### src/rtl/bit_pattern_pkg.sv
// Shared types and default constants for the bit-pattern generator and detector benches.
package bit_pattern_pkg;

    typedef enum logic [1:0] {
        S_IDLE,
        S_SHIFT,
        S_GAP
    } state_e;

    localparam int         DEF_WIDTH   = 8;
    localparam int         DEF_PAT_LEN = 3;
    localparam logic [7:0] DEF_PATTERN = 8'b0000_0110;

endpackage

### src/rtl/bit_pattern_generator_matcher.sv
// Golden detect flag: history of x plus compare against PATTERN (oldest bit = MSB).
module pattern_matcher
    import bit_pattern_pkg::*;
#(
    parameter int                 PAT_LEN = DEF_PAT_LEN,
    parameter logic [PAT_LEN-1:0] PATTERN = PAT_LEN'(DEF_PATTERN)
) (
    input  logic clk,
    input  logic reset,
    input  logic x_i,
    output logic match_o
);

    logic [PAT_LEN-2:0] hist_q;
    logic [PAT_LEN-1:0] win;

    assign win     = {hist_q, x_i};
    assign match_o = (win == PATTERN);

    always_ff @(posedge clk or negedge reset) begin
        if (!reset) begin
            hist_q <= '0;
        end else begin
            hist_q <= win[PAT_LEN-2:0];
        end
    end

endmodule

### src/rtl/bit_pattern_generator.sv
// MSB-first serializer with valid/ready load and optional inter-word gap.
// Define EXPECT_FLAG_EN to add the exp_y golden detect flag.
module bit_pattern_generator
    import bit_pattern_pkg::*;
#(
    parameter int                 WIDTH      = DEF_WIDTH,
    parameter int                 GAP        = 0,
    parameter logic               IDLE_LEVEL = 1'b0,
    parameter int                 PAT_LEN    = DEF_PAT_LEN,
    parameter logic [PAT_LEN-1:0] PATTERN    = PAT_LEN'(DEF_PATTERN)
) (
    input  logic             clk,
    input  logic             reset,
    input  logic [WIDTH-1:0] data_in,
    input  logic             load_valid,
    output logic             load_ready,
    output logic             x,
    output logic             busy,
    output logic             done
`ifdef EXPECT_FLAG_EN
    ,
    output logic             exp_y
`endif
);

    localparam int CW = $clog2(WIDTH);

    state_e           state_q, state_d;
    logic [WIDTH-1:0] shreg_q, shreg_d;
    logic [CW-1:0]    cnt_q, cnt_d;
    logic [7:0]       gcnt_q, gcnt_d;
    logic             x_q, x_d;
    logic             done_q, done_d;
    logic             busy_q, busy_d;
    logic             accept;

    always_comb begin
        state_d    = state_q;
        shreg_d    = shreg_q;
        cnt_d      = cnt_q;
        gcnt_d     = gcnt_q;
        x_d        = x_q;
        done_d     = 1'b0;
        load_ready = 1'b0;
        unique case (state_q)
            S_IDLE: begin
                load_ready = 1'b1;
                x_d        = IDLE_LEVEL;
            end
            S_SHIFT: begin
                if (cnt_q != '0) begin
                    x_d     = shreg_q[WIDTH-1];
                    shreg_d = shreg_q << 1;
                    cnt_d   = cnt_q - 1'b1;
                end else begin
                    done_d     = 1'b1;
                    x_d        = IDLE_LEVEL;
                    load_ready = (GAP == 0);
                    if (GAP == 0) begin
                        state_d = S_IDLE;
                    end else begin
                        state_d = S_GAP;
                        gcnt_d  = 8'(GAP - 1);
                    end
                end
            end
            S_GAP: begin
                x_d = IDLE_LEVEL;
                if (gcnt_q == 8'd0) begin
                    state_d = S_IDLE;
                end else begin
                    gcnt_d = gcnt_q - 8'd1;
                end
            end
            default: begin
                state_d = S_IDLE;
            end
        endcase
        accept = load_valid & load_ready;
        // An accept overrides the idle/last-bit path so words can stream gaplessly.
        if (accept) begin
            x_d     = data_in[WIDTH-1];
            shreg_d = data_in << 1;
            cnt_d   = CW'(WIDTH - 1);
            state_d = S_SHIFT;
        end
        busy_d = (state_d != S_IDLE);
    end

    always_ff @(posedge clk or negedge reset) begin
        if (!reset) begin
            state_q <= S_IDLE;
            shreg_q <= '0;
            cnt_q   <= '0;
            gcnt_q  <= '0;
            x_q     <= IDLE_LEVEL;
            done_q  <= 1'b0;
            busy_q  <= 1'b0;
        end else begin
            state_q <= state_d;
            shreg_q <= shreg_d;
            cnt_q   <= cnt_d;
            gcnt_q  <= gcnt_d;
            x_q     <= x_d;
            done_q  <= done_d;
            busy_q  <= busy_d;
        end
    end

    assign x    = x_q;
    assign busy = busy_q;
    assign done = done_q;

`ifdef EXPECT_FLAG_EN
    pattern_matcher #(
        .PAT_LEN (PAT_LEN),
        .PATTERN (PATTERN)
    ) u_match (
        .clk     (clk),
        .reset   (reset),
        .x_i     (x_q),
        .match_o (exp_y)
    );
`else
    logic unused_cfg;
    assign unused_cfg = ^PATTERN;
`endif

endmodule

### config.mk
export PLATFORM = sky130hd
export DESIGN_NAME = bit_pattern_generator
export DESIGN_NICKNAME = d
export VERILOG_FILES = /design/src/rtl/bit_pattern_pkg.sv /design/src/rtl/bit_pattern_generator_matcher.sv /design/src/rtl/bit_pattern_generator.sv
export SDC_FILE = /design/constraint.sdc
export NUM_CORES = 1
export LEC_CHECK = 0
export CAP_MARGIN = 20
export CORE_AREA = 2 2 46 48
export CTS_BUF_LIST = sky130_fd_sc_hd__clkbuf_2
export DETAILED_ROUTE_END_ITERATION = 12
export DIE_AREA = 0 0 48 50
export PLACE_DENSITY_LB_ADDON = 0.15
export SETUP_SLACK_MARGIN = 0.15
export SLEW_MARGIN = 10
export SYNTH_ARGS = -nofsm -noshare
export SYNTH_HDL_FRONTEND = slang
export SYNTH_SLANG_ARGS = --single-unit
export TNS_END_PERCENT = 100
### constraint.sdc
create_clock -name clk -period 3.55 [get_ports clk]
set_clock_uncertainty 0.05 [all_clocks]
set_input_delay 0.5325 -clock clk [delete_from_list [all_inputs] [get_ports clk]]
set_output_delay 0.5325 -clock clk [all_outputs]
set_load 0.005 [all_outputs]
==> results of run 1 <==
-- state kept, by name (all words and copies together), names as in the netlist --
signal	flops
gcnt_q	8
shreg_q	7
cnt_q	3
state_q	2
busy	1
done	1
x	1
-- area by class of cell --
type	count	area, um2
Clock buffer	4	20.02
Timing Repair Buffer	16	162.7
Sequential cell	23	575.6
Tap cell	27	33.78
Inverter	9	33.78
Fill cell	156	635.6
Multi-Input combinational cell	65	440.4
-- synthesized netlist by cell type, types with 2 or more instances --
cell	number
dfrtp_1	23
o21ai_0	10
inv_1	9
nand2_1	9
nor2_1	8
mux2i_1	6
xor2_1	5
ha_1	4
a22oi_1	3
nand3_1	3
nor2b_1	2
nor3_1	2
nor4_1	2
-- metrics by stage --
step / instance area (um2) / total power (W) / instances
floorplan: 1061 / 0.0004841 / 99
global placement: 1224 / 0.0005570 / 138
detailed placement: 1224 / 0.0005721 / 138
CTS: 1244 / 0.0006754 / 142
global route: 1266 / 0.0007276 / 144
finish: 1266 / 0.0006683 / 144
-- power breakdown --
part,leakage [nW],switching (W),internal (W)
Clock,0.0166,0.0000746,0.0000298
Combinational,0.358,0.000103,0.000109
Sequential,0.299,0.0000294,0.000323
-- per-layer routing --
metal | GRT usage [%] | up-vias
met5 | 0 | -
met4 | 8.108 | 0
met3 | 3.297 | 2
met2 | 29.56 | 10
met1 | 22.93 | 356
li1 | - | 367
-- cells in the final DEF (no fill, tap or decap), drive strengths merged --
cell type,instances
a21o,1
a22oi,3
a32o,1
and2b,1
buf,2
clkbuf,4
clkdlybuf4s50,14
dfrtp,23
ha,4
inv,9
mux2i,6
nand2,9
nand2b,1
nand3,3
nor2,8
nor2b,2
nor3,2
nor3b,1
nor4,2
o211ai,1
o21ai,11
o21bai,1
or3b,1
or4,1
xnor2,1
xor2,5
-- critical path: stages (launching register included) --
cell	delay (ps)
dfrtp_1	410
inv_1	50
ha_1	190
ha_1	210
nor2b_1	170
nor2_1	60
clkdlybuf4s50_1	450
-- worst max path at each step --
stage	end	start	slack, ps	depth (start not counted)
after global placement	cnt_q[1]	load_valid	1370	3
after floorplan	gcnt_q[7]	gcnt_q[0]	1830	6
after global routing	load_ready	cnt_q[0]	940	6
after CTS	load_ready	cnt_q[0]	1060	6
final	load_ready	cnt_q[0]	1110	6
after detailed placement	cnt_q[0]	load_valid	1210	3
-- kinds of logic (layout without fill, tap and decap cells) --
family | count (synthesis) | in the layout | share of synthesized area (%)
xor+xnor | 6 | 6 | 4.953
simple gates | 31 | 31 | 14.74
flops | 23 | 23 | 54.25
buf+inv | 11 | 29 | 4.245
fa+ha+maj | 4 | 4 | 4.717
compound gates | 18 | 18 | 11.44
mux | 6 | 6 | 5.661
==> flow_summary.yaml, run 1 <==
die:
  core_region_area_um2: 1902
  pin_count: 15
  initial_core_util_pct: 55.79
  dieArea_um2: 2400
  core.rowCount: 16
  die_x_um: 48
  die_h_um: 50
synth:
  synth_top_area_share_pct: 54.25
  synth_area_per_cell_um2: 10.72
  synth_seq_cells: 23
  ys.flop_type: "dfrtp_1"
  synth_nets: 114
  synth_edf_count: 0
  yosys_warnings: 0
  async_reset_ff_share_pct: 100.0
  synth_cell_type_count: 26
  synth_top_area_cell: "dfrtp_1"
  synth_seq_area_share_pct: 54.25
  synth_area_um2: 1061
  synthesis.instances: 99
  synth_area_leaders: "dfrtp_1, mux2i_1, ha_1"
setup_path:
  regToRegStartpoint: "gcnt_q[0]"
  regToRegEndpoint: "gcnt_q[7]"
  start_kind: "register"
  worstPathArrival_ps: 1860
  crit_fanout: 4
  setup.worst_path.class: "register to output pin"
  end_kind: "output pin"
  reg2reg_depth: 6
  worstPathRequired_ps: 2970
  r2r_slack_ps: 1680
placement:
  port_buffers: 14
  place_congestion: 0.6786
  place_ws_ps: 1206
  dp_hpwl_um: 1372
status:
  status: "finished clean"
clocking:
  path_clk_slew_ps: 200
  postCtsHoldBufs: 0
  cts_made_buffers: 3
  cts_resized: 0
  cts_tree: "built"
  root_buffer: "clkbuf_2"
  postCtsSetupBuffers: 0
  clock-sinks: 23
  clockBufferDepth: 2
  clk_latency_ps: 320
  htree_levels: 1
pwr:
  ir_drop_mv: 0.2665
  power-per-cell-area_nw_per_um2: 527.8
  p_leak_nw: 0.6731
global_routing:
  grt_pass1_wl_um: 3098
  track_usage_pct: 18.32
  antenna_found_initial: 0
  grt_max_degree: 24
  grt_pass1_vias: 754
  overflow: 0
route:
  drt_iter0_markers: 7
  maxUsedRoutingLayer: "met4"
  route.vias.total: 735
  routed_via_density: 5.104
  wl_met3_um: 57
  met1_length_um: 832
  met2_length_um: 938
  drc: 0
  detail_route.first_pass.iterations: 4
  wl_per_cell_um: 12.78
  drt_wl_total_um: 1840
  ant_nets: 0
timing:
  slew_headroom_pct: 68.90
  tightest_slew_ps: 465.0
  period_needed_ps: 2440
  max_freq_mhz: 409.9
  tns_ps: 0
  rsz0062_at_grt: "no"
  slew_violations: 0
  worst_slack_ps: 1110
  finalSetupViolCount: 0
  hold_viol_final: 0
  min_period_over_period_pct: 68.72
  hold_ws_ps: 435.7
finish:
  drive_above_1_share_pct: 8.547
  final_util_pct: 66.58
  diodes: 0
  finalNetCount: 133
  area_delta_synth_final_pct: 19.34
min_path:
  hold_class: "input port to asynchronous set/reset pin"
flow_run:
  max_cap_violations: 0
No activity file was read; power rests on OpenSTA's default activity.
==> run 2: changes to the inputs <==
--- a/config.mk
+++ b/config.mk
@@ -6,10 +6,10 @@
 export NUM_CORES = 1
 export LEC_CHECK = 0
 export CAP_MARGIN = 20
-export CORE_AREA = 2 2 46 48
+export CORE_AREA = 2 2 47 49
 export CTS_BUF_LIST = sky130_fd_sc_hd__clkbuf_2
 export DETAILED_ROUTE_END_ITERATION = 12
-export DIE_AREA = 0 0 48 50
+export DIE_AREA = 0 0 49 51
 export PLACE_DENSITY_LB_ADDON = 0.15
 export SETUP_SLACK_MARGIN = 0.15
 export SLEW_MARGIN = 10
==> constraint.sdc (replaced) <==
create_clock -name clk -period 2.45 [get_ports clk]
set_clock_uncertainty 0.05 [all_clocks]
set_input_delay 0.3675 -clock clk [delete_from_list [all_inputs] [get_ports clk]]
set_output_delay 0.3675 -clock clk [all_outputs]
set_load 0.005 [all_outputs]
==> run 2 against run 1 <==
Effect of this change:
- count of clock-buffer cells in the layout did not move
- worst setup slack lost 540 ps
- global-route usage down 1.5 points
- sequential cell count unchanged
- register-to-register slack got worse by 1100 ps
- worst hold slack worse by 130 ps
- power rose by 49%
- combinational power grew 59%
- sequential power up 44%
- core utilization is 4.5 points lower
- critical path depth unchanged
- non-clock buffer count unchanged
- critical endpoint unchanged
==> flow_summary.yaml, run 2 (synthesis gave the netlist of run 1 again) <==
finish:
  finalNetCount: 133
  regMostFlops: "gcnt_q"
  diodes: 0
  largest_reg_flops: 8
  layout_common_cells: "dfrtp_1, clkdlybuf4s50_1, o21ai_0"
  fin_area_um2: 1280
  final_common_cell: "dfrtp_1"
  register_area_um2: 575.6
  reg.largest.list: "gcnt_q x8, shreg_q x7, cnt_q x3"
  multiInputGateArea_um2: 457.9
  area_delta_synth_final_pct: 20.64
  fillerInstances: 186
  drive_above_1_share_pct: 11.11
setup_path:
  setup.worst_path.class: "register to output pin"
  start_kind: "register"
  worstPathRequired_ps: 2030
  end_kind: "output pin"
  worstPathArrival_ps: 1470
  crit_fanout: 4
placement:
  port_buffers: 14
  postPlaceCellArea_um2: 1240
  place_congestion: 0.7043
  place_ws_ps: 571.6
  dp_hpwl_um: 1269
clocking:
  cts_made_buffers: 3
  cts_tree: "built"
  postCtsHoldBufs: 0
  root_buffer: "clkbuf_2"
  clockBufferDepth: 2
  clk_latency_ps: 330
  cts_resized: 0
  path_clk_slew_ps: 210
  postCtsSetupBuffers: 0
  htree_levels: 1
  clock-sinks: 23
global_routing:
  grt_use_met3_pct: 2.924
  grt_max_degree: 24
  track_usage_pct: 16.85
  overflow: 0
  grt_pass1_wl_um: 3146
  antenna_found_initial: 0
  gr-usage-met2_pct: 30.59
  top_usage_layer: "met2"
  grt_use_met1_pct: 18.57
  grt_pass1_vias: 755
route:
  routed_via_density: 5.124
  drc: 0
  route.vias.total: 743
  wl_per_cell_um: 12.37
  drt_wl_total_um: 1794
  drt_iter0_markers: 8
  ant_nets: 0
  detail_route.first_pass.iterations: 3
timing:
  rsz0062_at_grt: "no"
  hold_viol_final: 0
  finalSetupViolCount: 0
  tightest_slew_ps: 311.4
  tns_ps: 0
  worst_slack_ps: 566.0
  min_period_over_period_pct: 76.90
  max_freq_mhz: 530.8
  slew_headroom_pct: 79.05
  period_needed_ps: 1884
  slew_violations: 0
pwr:
  power.total_w: 0.0009967
  ir_drop_mv: 0.5204
  power-per-cell-area_nw_per_um2: 778.7
  p_leak_nw: 0.6858
die:
  core.rowCount: 17
  initial_core_util_pct: 51.43
  dieArea_um2: 2499
  pin_count: 15
  die_h_um: 51
  die_x_um: 49
  core_region_area_um2: 2063
flow_run:
  max_cap_violations: 0
min_path:
  hold_class: "input port to asynchronous set/reset pin"
status:
  status: "finished clean"
==> run 2: final cells by class <==
type	instances	area share, %
clock buffer	4	1.564
inverter	9	2.639
multi-input combinational	65	35.78
sequential	23	44.97
tap	28	2.737
timing repair buffer	16	12.32
==> run 2: final timing paths <==
| kind | startpoint | end | slack [ps] | cells past startpoint |
|---|---|---|---|---|
| min | reset | shreg_q[7] | 310 | 2 |
| min reg2reg | gcnt_q[7] | gcnt_q[7] | 450 | 1 |
| min in group clk | gcnt_q[7] | gcnt_q[7] | 450 | 1 |
| max | cnt_q[0] | load_ready | 570 | 6 |
| max in group asynchronous | reset | cnt_q[1] | 1810 | 2 |
| max reg2reg | gcnt_q[0] | gcnt_q[3] | 570 | 6 |
==> run 2: worst max-delay path, cell delays in order, from the launching register on <==
cell	delay, ps
dfrtp_1	400
inv_1	50
ha_2	190
ha_4	170
nor2b_2	130
nor2_1	60
dlymetal6s2s_1	150
==> run 2: metrics by stage <==
stage          std cells  hold slack (ps)  util, %
6_report             145            306.7    62.04
5_1_grt              145            296.1    62.04
4_1_cts              145            303.1    61.07
3_5_place_dp         141            407.3    60.10
3_3_place_gp         141            410.8    60.10
2_1_floorplan         99            21.91        -
==> run 2: layer usage <==
metal,routed length (um),part of all wire [%]
met2,929,52
met4,37,2.1
met3,57,3.2
met5,0,0
met1,770,43
==> run 2: report_power, final <==
group          leakage, nW  switching (W)  internal (W)
registers            0.299      0.0000406      0.000467
clock network       0.0166       0.000107     0.0000432
logic                0.370       0.000163      0.000175
total                0.686       0.000311      0.000685
==> run 3: changes to the inputs <==
==> constraint.sdc (replaced) <==
create_clock -name clk -period 1.93 [get_ports clk]
set_clock_uncertainty 0.05 [all_clocks]
set_input_delay 0.2895 -clock clk [delete_from_list [all_inputs] [get_ports clk]]
set_output_delay 0.2895 -clock clk [all_outputs]
set_load 0.005 [all_outputs]
==> run 3 against run 2 <==
Effect of this change:
- register-to-register slack worse by 470 ps
- global-route usage up 3.2 points
- sequential share of layout area decreased by 5.9 points
- largest power group is now combinational logic
- worst setup slack worse by 470 ps
- final area rose by 15%
==> flow_summary.yaml, run 3 (synthesis gave the netlist of run 1 again) <==
finish:
  layout_common_cells: "dfrtp_1, clkdlybuf4s50_1, buf_6"
  area_delta_synth_final_pct: 38.80
  regMostFlops: "gcnt_q"
  reg.largest.list: "gcnt_q x8, shreg_q x7, cnt_q x3"
  largest_reg_flops: 8
  final_common_cell: "dfrtp_1"
  drive_above_1_share_pct: 31.82
  final_util_pct: 71.38
  diodes: 0
  finalNetCount: 148
clocking:
  clk_latency_ps: 320
  clockBufferDepth: 2
  path_clk_slew_ps: 210
  cts_made_buffers: 3
  root_buffer: "clkbuf_2"
  clock-sinks: 23
  cts_tree: "built"
  htree_levels: 1
placement:
  dp_hpwl_um: 1377
  place_congestion: 0.7349
  port_buffers: 14
setup_path:
  worstPathRequired_ps: 2140
  end_kind: "register"
  worstPathArrival_ps: 2040
  regToRegEndpoint: "state_q[0]"
  setup.worst_path.class: "register to register"
  r2r_slack_ps: 100
  start_kind: "register"
  regToRegStartpoint: "cnt_q[0]"
  crit_fanout: 5
  reg2reg_depth: 12
route:
  routed_via_density: 5.050
  drt_iter0_markers: 6
  drt_wl_total_um: 2219
  ant_nets: 0
  drc: 0
  detail_route.first_pass.iterations: 4
  route.vias.total: 808
  wl_per_cell_um: 13.87
status:
  status: "finished clean"
timing:
  tightest_slew_ps: 394.9
  max_freq_mhz: 545.6
  finalSetupViolCount: 0
  min_period_over_period_pct: 94.96
  rsz0062_at_grt: "yes"
  tns_ps: 0
  period_needed_ps: 1833
  hold_viol_final: 0
  slew_headroom_pct: 73.43
  slew_violations: 0
die:
  pin_count: 15
  dieArea_um2: 2499
  die_x_um: 49
  core.rowCount: 17
  initial_core_util_pct: 51.43
  die_h_um: 51
  core_region_area_um2: 2063
global_routing:
  grt_max_degree: 24
  grt_pass1_vias: 829
  grt_pass1_wl_um: 3677
  overflow: 0
  antenna_found_initial: 0
  track_usage_pct: 20.09
pwr:
  ir_drop_mv: 0.6457
  power-per-cell-area_nw_per_um2: 1041
  p_leak_nw: 0.7771
flow_run:
  max_cap_violations: 0
min_path:
  hold_class: "input port to asynchronous set/reset pin"
run 3: critical path: stages (launching register included):
cell	delay, ps
dfrtp_1	440
inv_2	70
ha_4	130
ha_4	130
nor2b_4	40
buf_6	110
buf_6	100
buf_6	100
buf_6	110
o21bai_4	190
buf_6	160
buf_6	100
inv_2	20
run 3: final cells by class:
cell class,instances,area [um2]
multi-input combinational,65,511.7
clock buffer,4,20.02
fill,163,590.6
inverter,9,33.78
sequential,23,575.6
timing repair buffer,31,296.5
tap,28,35.03
run 3: how the worst max path moves through the flow:
stage / start / endpoint / slack (ps) / cells after the start
2_1_floorplan: gcnt_q[0] / gcnt_q[7] / 210 / 6
3_3_place_gp: cnt_q[0] / load_ready / 150 / 6
3_5_place_dp: cnt_q[0] / load_ready / 140 / 6
4_1_cts: cnt_q[0] / shreg_q[3] / 70 / 12
5_1_grt: cnt_q[0] / shreg_q[3] / 30 / 12
6_report: cnt_q[0] / state_q[0] / 100 / 12
run 3: where the power goes:
group | internal, W | total, W | leakage [nW] | switching, W
combinational | 0.000384 | 0.000674 | 0.462 | 0.000290
clock | 0.0000548 | 0.000196 | 0.0166 | 0.000141
sequential | 0.000594 | 0.000664 | 0.299 | 0.0000693
run 3: routing by layer:
layer	up-vias	GRT usage, %	share of wire, %	routed length (um)
li1	403	-	-	-
met3	4	4.678	3.7	81
met2	18	36.99	54	1194
met5	-	0	0	0
met1	383	22.26	41	920
met4	0	8.571	1.0	23
run 3: what timing repair did:
| action | CTS | global route |
|---|---|---|
| pin swaps | 4 | 7 |
| setup endpoints to repair | 5 | 17 |
| gates resized for setup | 17 | 24 |
| setup buffers | 7 | 2 |
| hold buffers | 0 | 0 |
| gates cloned | 2 | 1 |
run 3: through the flow:
stage          hold WS, ps  instances  power (W)  setup WS [ps]  area (um2)
6_report             221.5        160   0.001533          97.24        1473
5_1_grt              197.5        160   0.001646          26.16        1473
4_1_cts              217.9        157   0.001435          73.62        1404
3_5_place_dp         421.2        144   0.001076          139.5        1262
3_3_place_gp         412.8        144   0.001049          153.7        1262
2_1_floorplan       -56.09         99  0.0008904          206.0        1061
